===== src/rtl/mips_bus_arbiter.sv =====
// Shares one Avalon master port between instruction-fetch (I) and load/store (D) requesters.
// Define ARB_ROUND_ROBIN_EN for round-robin tie-breaking; default is fixed priority with D winning ties.
module mips_bus_arbiter (
  input  logic        clk,
  input  logic        reset_n,
  input  logic [31:0] i_address,
  input  logic        i_read,
  input  logic        i_write,
  input  logic [31:0] i_writedata,
  input  logic [3:0]  i_byteenable,
  output logic        i_waitrequest,
  output logic        i_readdatavalid,
  input  logic [31:0] d_address,
  input  logic        d_read,
  input  logic        d_write,
  input  logic [31:0] d_writedata,
  input  logic [3:0]  d_byteenable,
  output logic        d_waitrequest,
  output logic        d_readdatavalid,
  output logic [31:0] readdata_out,
  output logic [31:0] address,
  output logic [31:0] writedata,
  output logic        read,
  output logic        write,
  output logic [3:0]  byteenable,
  input  logic        waitrequest,
  input  logic [31:0] readdata
);

  typedef enum logic [1:0] {
    ST_IDLE   = 2'd0,
    ST_HOLD_I = 2'd1,
    ST_HOLD_D = 2'd2
  } state_t;

  localparam logic SEL_I = 1'b0;
  localparam logic SEL_D = 1'b1;

  state_t r_state;
  logic   r_rpend;
  logic   r_rsel;
  logic   r_last;

  logic   w_req_i;
  logic   w_req_d;
  logic   w_gnt_vld;
  logic   w_gnt_d;
  logic   w_bus_rd;
  logic   w_accept;

  assign w_req_i = i_read | i_write;
  assign w_req_d = d_read | d_write;

  // Grant selection; the bus port is forced quiet while reset is asserted.
  always_comb begin
    w_gnt_vld = 1'b0;
    w_gnt_d   = SEL_I;
    if (!reset_n) begin
      w_gnt_vld = 1'b0;
    end else begin
      case (r_state)
        ST_IDLE: begin
          if (w_req_i && w_req_d) begin
            w_gnt_vld = 1'b1;
`ifdef ARB_ROUND_ROBIN_EN
            w_gnt_d   = ~r_last;
`else
            w_gnt_d   = SEL_D;
`endif
          end else if (w_req_d) begin
            w_gnt_vld = 1'b1;
            w_gnt_d   = SEL_D;
          end else if (w_req_i) begin
            w_gnt_vld = 1'b1;
            w_gnt_d   = SEL_I;
          end else begin
            w_gnt_vld = 1'b0;
          end
        end
        ST_HOLD_I: begin
          w_gnt_vld = 1'b1;
          w_gnt_d   = SEL_I;
        end
        ST_HOLD_D: begin
          w_gnt_vld = 1'b1;
          w_gnt_d   = SEL_D;
        end
        default: begin
          w_gnt_vld = 1'b0;
        end
      endcase
    end
  end

  // Steer the granted requester onto the bus; a simultaneous read+write becomes a write.
  always_comb begin
    address       = 32'd0;
    writedata     = 32'd0;
    byteenable    = 4'd0;
    w_bus_rd      = 1'b0;
    write         = 1'b0;
    i_waitrequest = 1'b1;
    d_waitrequest = 1'b1;
    if (w_gnt_vld) begin
      if (w_gnt_d) begin
        address       = d_address;
        writedata     = d_writedata;
        byteenable    = d_byteenable;
        w_bus_rd      = d_read & ~d_write;
        write         = d_write;
        d_waitrequest = waitrequest;
      end else begin
        address       = i_address;
        writedata     = i_writedata;
        byteenable    = i_byteenable;
        w_bus_rd      = i_read & ~i_write;
        write         = i_write;
        i_waitrequest = waitrequest;
      end
    end else begin
      w_bus_rd = 1'b0;
    end
  end

  assign read     = w_bus_rd;
  assign w_accept = w_gnt_vld & ~waitrequest;

  // Grant lock across stalls, readback routing and last-accepted tracking.
  always_ff @(posedge clk or negedge reset_n) begin
    if (!reset_n) begin
      r_state <= ST_IDLE;
      r_rpend <= 1'b0;
      r_rsel  <= SEL_I;
      r_last  <= SEL_D;
    end else begin
      case (r_state)
        ST_IDLE: begin
          if (w_gnt_vld && waitrequest) begin
            r_state <= w_gnt_d ? ST_HOLD_D : ST_HOLD_I;
          end
        end
        ST_HOLD_I, ST_HOLD_D: begin
          if (!waitrequest) begin
            r_state <= ST_IDLE;
          end
        end
        default: r_state <= ST_IDLE;
      endcase
      r_rpend <= w_accept & w_bus_rd;
      if (w_accept) begin
        r_rsel <= w_gnt_d;
        r_last <= w_gnt_d;
      end
    end
  end

  assign i_readdatavalid = r_rpend & (r_rsel == SEL_I);
  assign d_readdatavalid = r_rpend & (r_rsel == SEL_D);
  assign readdata_out    = readdata;

endmodule

===== config.mk =====
export PLATFORM = sky130hd
export DESIGN_NAME = mips_bus_arbiter
export DESIGN_NICKNAME = d
export VERILOG_FILES = /design/src/rtl/mips_bus_arbiter.sv
export SDC_FILE = /design/constraint.sdc
export NUM_CORES = 1
export LEC_CHECK = 0
export CORE_AREA = 4 4 108 110
export DETAILED_ROUTE_END_ITERATION = 10
export DIE_AREA = 0 0 112 114
export PLACE_DENSITY_LB_ADDON = 0.3
export SLEW_MARGIN = 20
export SYNTH_ARGS = -nofsm -noshare
export SYNTH_HDL_FRONTEND = slang
export SYNTH_SLANG_ARGS = --single-unit
export TNS_END_PERCENT = 50

===== constraint.sdc =====
create_clock -name clk -period 2 [get_ports clk]
set_input_delay 0.4 -clock clk [delete_from_list [all_inputs] [get_ports clk]]
set_output_delay 0.4 -clock clk [all_outputs]
set_load 0.05 [all_outputs]

# Word-level counts from Yosys, hierarchy flattened

Cells that the tools add are included.

Equal/unequal tests: 4
Muxes and demuxes: 27
Bitwise operators: 12
Reduce and logical (&&, ||, !) cells: 5

Operators with widths:

| operator           | number |
|---|---|
| $mux 32            | 4 |
| $mux 1             | 15 |
| $mux 4             | 2 |
| $and 1x1->1        | 6 |
| $mux 2             | 3 |
| $ne 2x2->1 const B | 2 |
| $not 1->1          | 4 |
| $pmux 1 s2         | 2 |
| $pmux 2 s2         | 1 |
| $eq 2x1->1 const B | 1 |
| $eq 2x2->1 const B | 1 |
| $logic_and 1x1->1  | 2 |
| $logic_not 2->1    | 1 |
| $or 1x1->1         | 2 |
| $reduce_and 2->1   | 1 |
| $reduce_or 2->1    | 1 |

Flip-flop bits (word level): 4
Bits of input ports: 175
Output and inout bits: 106
Logic and storage cells: 51

# Depth between registers and ports, before layout

Word-level depth: 9
Mapped depth: 8
Depth with buffers taken out: 6

# Worst setup path before layout

Ideal clock, no wire load.

Path kind: register to output
Start point: register r_state[0]
End point: output address[0]
Arrival: 2.013 ns
Required time: 1.600 ns
Setup slack: -0.413 ns
Cell stages (with the launch flop): 8
Buffers on the path: 2
Cells stage by stage: dfrtp_1 inv_1 ha_1 o41ai_2 a211o_1 buf_6 buf_6 nor2_1

Cells in the longest elaborated chain, start to end: 5
Elaborated cells on any way between the ends: 10
Those cells by class: eq/ne (2); mux (6); reduce/logical (2)

RTL lines:

| item                                          | RTL line | text |
|---|---|---|
| from (decl)                                   | 39       | `state_t r_state;` |
| from (signal assigned)                        | 139      | `r_state <= w_gnt_d ? ST_HOLD_D : ST_HOLD_I;` |
| $eq 2x2->1, or another cell as far along      | 61       | `case (r_state)` |
| $pmux 1 s2 or $reduce_or 2->1 (tied branches) | -        |  |
| $mux 1 or $pmux 1 s2 (tied branches)          | 58, 61   |  |
| $mux 32 or $mux 1 (tied branches)             | 105, 58  |  |
| $mux 32 *                                     | 104      | `if (w_gnt_vld) begin` |
| to (decl)                                     | 21       | `output logic [31:0] address,` |

Mark *: on every way between the ends. The rest lies on a longest branch, timed or not.

# Worst setup path after layout

Start point: register r_state[0]
End point: output writedata[4]

Cells in the longest elaborated chain, start to end: 5
Elaborated cells on any way between the ends: 10
Those cells by class: eq/ne (2); mux (6); reduce/logical (2)

RTL lines:

| item                                          | RTL line | text |
|---|---|---|
| $eq 2x2->1, or another cell as far along      | 61       |  |
| $pmux 1 s2 or $reduce_or 2->1 (tied branches) | -        |  |
| $mux 1 or $pmux 1 s2 (tied branches)          | 58, 61   |  |
| $mux 32 or $mux 1 (tied branches)             | 105, 58  |  |
| $mux 32 *                                     | 104      |  |
| to (decl)                                     | 22       | `output logic [31:0] writedata,` |

Marks and branches as above.

==> results.md <==
- WL final: 8940 microns
- Adder-cell share of the synthesized area: 2.92%
- Top cells by area, synth: mux2i_1, nor2_1, buf_4
- Delay of the slowest cell on the worst path: 0.38 ns
- Die Ht: 114 microns
- Placer Congestion: 0.824
- Largest net degree at the start of global routing: 39
- Fmax: 407 MHz
- Top Ports: 281
- Placed wire-length estimate: 6950 microns
- Largest family of logic cells by synthesized area: multiplexers
- Final hold violations: 0
- H-tree Lvls: 1
- Unique masters post-synth: 22
- Mapped Nets: 407
- Routed Antenna Nets: 0
- RSZ-0062 raised after global routing: true
- Overflow after GRT: 0
- Post-route worst setup slack: -0.456 ns
- Power per cell area: 1580 nW/um^2
- Global-route wire length before repair: 13100 microns
- Worst Path Arrival: 2.06 ns
- Chip width: 112 microns
- Max clock buf depth: 2
- Total Power: 8.10 mW
- CP Launch Point: r_state[0]
- Commonest non-fill, non-tap cells in the layout: clkdlybuf4s50_1, buf_12, mux2i_1
- CP Launch Type: flip-flop
- Sequential area share after synthesis: 5.84%
- Worst-skew pair later-pin latency: 0.22 ns
- Commonest non-fill, non-tap cell in the layout: clkdlybuf4s50_1
- Synth Area in Compound Gates: 5.19%
- Final worst path period share: 123%
- Iteration-0 DRC Markers: 53
- FF-to-FF setup slack: 0.15 ns
- Layout cells sized above 1: 47.1%
- Synth warn: 0
- Sinks on Clock Net: 4
- Placeable Area: 10700 sq um
- Synth Instances: 228
- Post-DR vias/cell: 4.08
- Initial antenna violation count: 0
- Slowest stage cell, crit path: dfrtp_1
- Vias in the first global route: 2475
- Max_cap viols: 0
- Synth Cell Area: 1710 sq um
- # DRC: 0
- Hold Path Sink: r_rsel
- Post-synthesis mux area share: 40.9%
- Worst Skew: 0.00140 ns
- VDD IR max: 0.791 mV
- Row count: 38
- Max-slew headroom: 76.4%
- WL/cell: 15.5 microns
- TritonCTS Buffers: 3
- P&R area growth vs syn: 200%
- Reg2reg start: r_state[0]
- Leak: 2.25 nW
- Worst reg-to-reg path cell count: 9
- PortBufs: 216
- ANT cells: 0
- Cell with the most instances on the worst path: buf_12
- Clock transition at the registers of the reported paths: 0.03 ns
- Top-area cell type share of the netlist area: 40.9%
- Full die area: 12800 sq um
- CTS tree: yes
- Hold_buf cts: 0
- Setup CP Type: reg -> out
- CP Capture Type: primary output
- Layout Nets: 616
- Worst-margin pin slew: 0.350 ns
- Hold Startpoint: r_rsel
- Final worst path period need: 2.46 ns
- Initial cell density of the core: 16.0%
- Avg Cell Area, Syn: 7.51 sq um
- Violated checks: negative setup slack
- Run status: complete, but fails checks
- Leading area contributor after synthesis: mux2i_1
- All-layer global routing usage: 12.6%
- WHS Path Cells: 2
- Synth Area in Simple Gates: 19.5%
- Crit path max fanout: 38
- Final Util: 48.0%
- Post-Synth XOR/XNOR Area: 0%
- Capture point of the worst reg-to-reg path: r_rpend
- Critical path, cell by cell: inv_2 -> ha_4 -> buf_4 -> o41ai_2 -> a211o_2 -> buf_12 -> nor2_2 -> buf_12
- Max-slew violation count: 0
- Data required time of the critical path: 1.60 ns
- Via count: 2347
- Final setup violation count: 72
- Yosys reg bits: 4
- HP Class: reg -> reg
- Root Buffer: clkbuf_8
- TritonRoute pass-1 iters: 4
registers in the layout, indices dropped and copies added, names as in the netlist:
| name | flops |
|---|---|
| r_state | 2 |
| r_rpend | 1 |
| r_rsel | 1 |
through the flow:
stage	area, sq um	cells	hold WS [ns]	worst slack (ns)	setup TNS [ns]
6_report	5140	575	0.525	-0.456	-29.66
5_1_grt	5140	575	0.566	-0.538	-34.38
4_1_cts	4840	570	0.530	-0.454	-29.77
3_5_place_dp	4480	559	0.515	-0.658	-38.20
3_3_place_gp	4480	559	0.505	-0.601	-36.64
2_1_floorplan	1780	228	0.104	-0.405	-24.58
worst max path at each step:
| stage | to | slack (ns) | cells after the start |
|---|---|---|---|
| after CTS | address[24] | -0.45 | 8 |
| after global placement | writedata[13] | -0.60 | 7 |
| after detailed placement | writedata[13] | -0.66 | 7 |
| after floorplan | address[12] | -0.41 | 7 |
| after global routing | address[15] | -0.54 | 10 |
| final | writedata[4] | -0.46 | 8 |
where the power goes:
| group | switching, mW | total [mW] | internal (mW) |
|---|---|---|---|
| clock network | 0.0466 | 0.175 | 0.129 |
| registers | 0.0210 | 0.134 | 0.113 |
| logic | 4.04 | 7.79 | 3.75 |
per-layer routing:
metal	vias to the layer above	wire (microns)	global-route usage (%)
li1	1148	-	-
met1	1077	3240	14.2
met2	108	4880	23.6
met3	14	676	3.29
met4	0	136	2.96
met5	-	0	0
synth_stat cells:
library cell  count
o21ai_1           2
a41o_1            1
a211o_1           1
nand3b_1          1
dfrtp_1           4
o21ai_0           3
inv_1             6
o41ai_2           1
mux2i_1          70
nor3_1            1
nand3_1           1
ha_1              4
o211a_1           1
nor2_1           72
nor2b_1           3
or3_1             1
a22o_1            1
buf_4            33
nand2_1           4
and2_1            1
a21oi_1           2
buf_6            15
critical path: cells and delay by family (launching register included):
family	cells	cell delay (ns)
fa+ha+maj	1	0.15
simple gates	1	0.21
flops	1	0.38
compound gates	2	0.45
buf+inv	4	0.60
area by class of cell:
class | instances | area (sq um)
inverters | 6 | 22.5
fillers | 996 | 5560
well taps | 140 | 175
flip-flops and latches | 4 | 100
repair buffers | 252 | 3200
multi-input cells | 170 | 1590
clock buffers | 3 | 41.3
what timing repair did:
item / CTS / global route
resized for setup: 67 / 53
setup endpoints to repair: 74 / 73
cloned: 2 / 2
setup buffers: 6 / 3
pin swaps: 6 / 4
kinds of logic after synthesis:
kind of cell | Yosys count
AOI/OAI and AO/OA | 12
adders and majority gates | 4
buffers and inverters | 54
DFF | 4
muxes | 70
and+or+nand+nor | 84
Power figures use the tool's default switching activity.
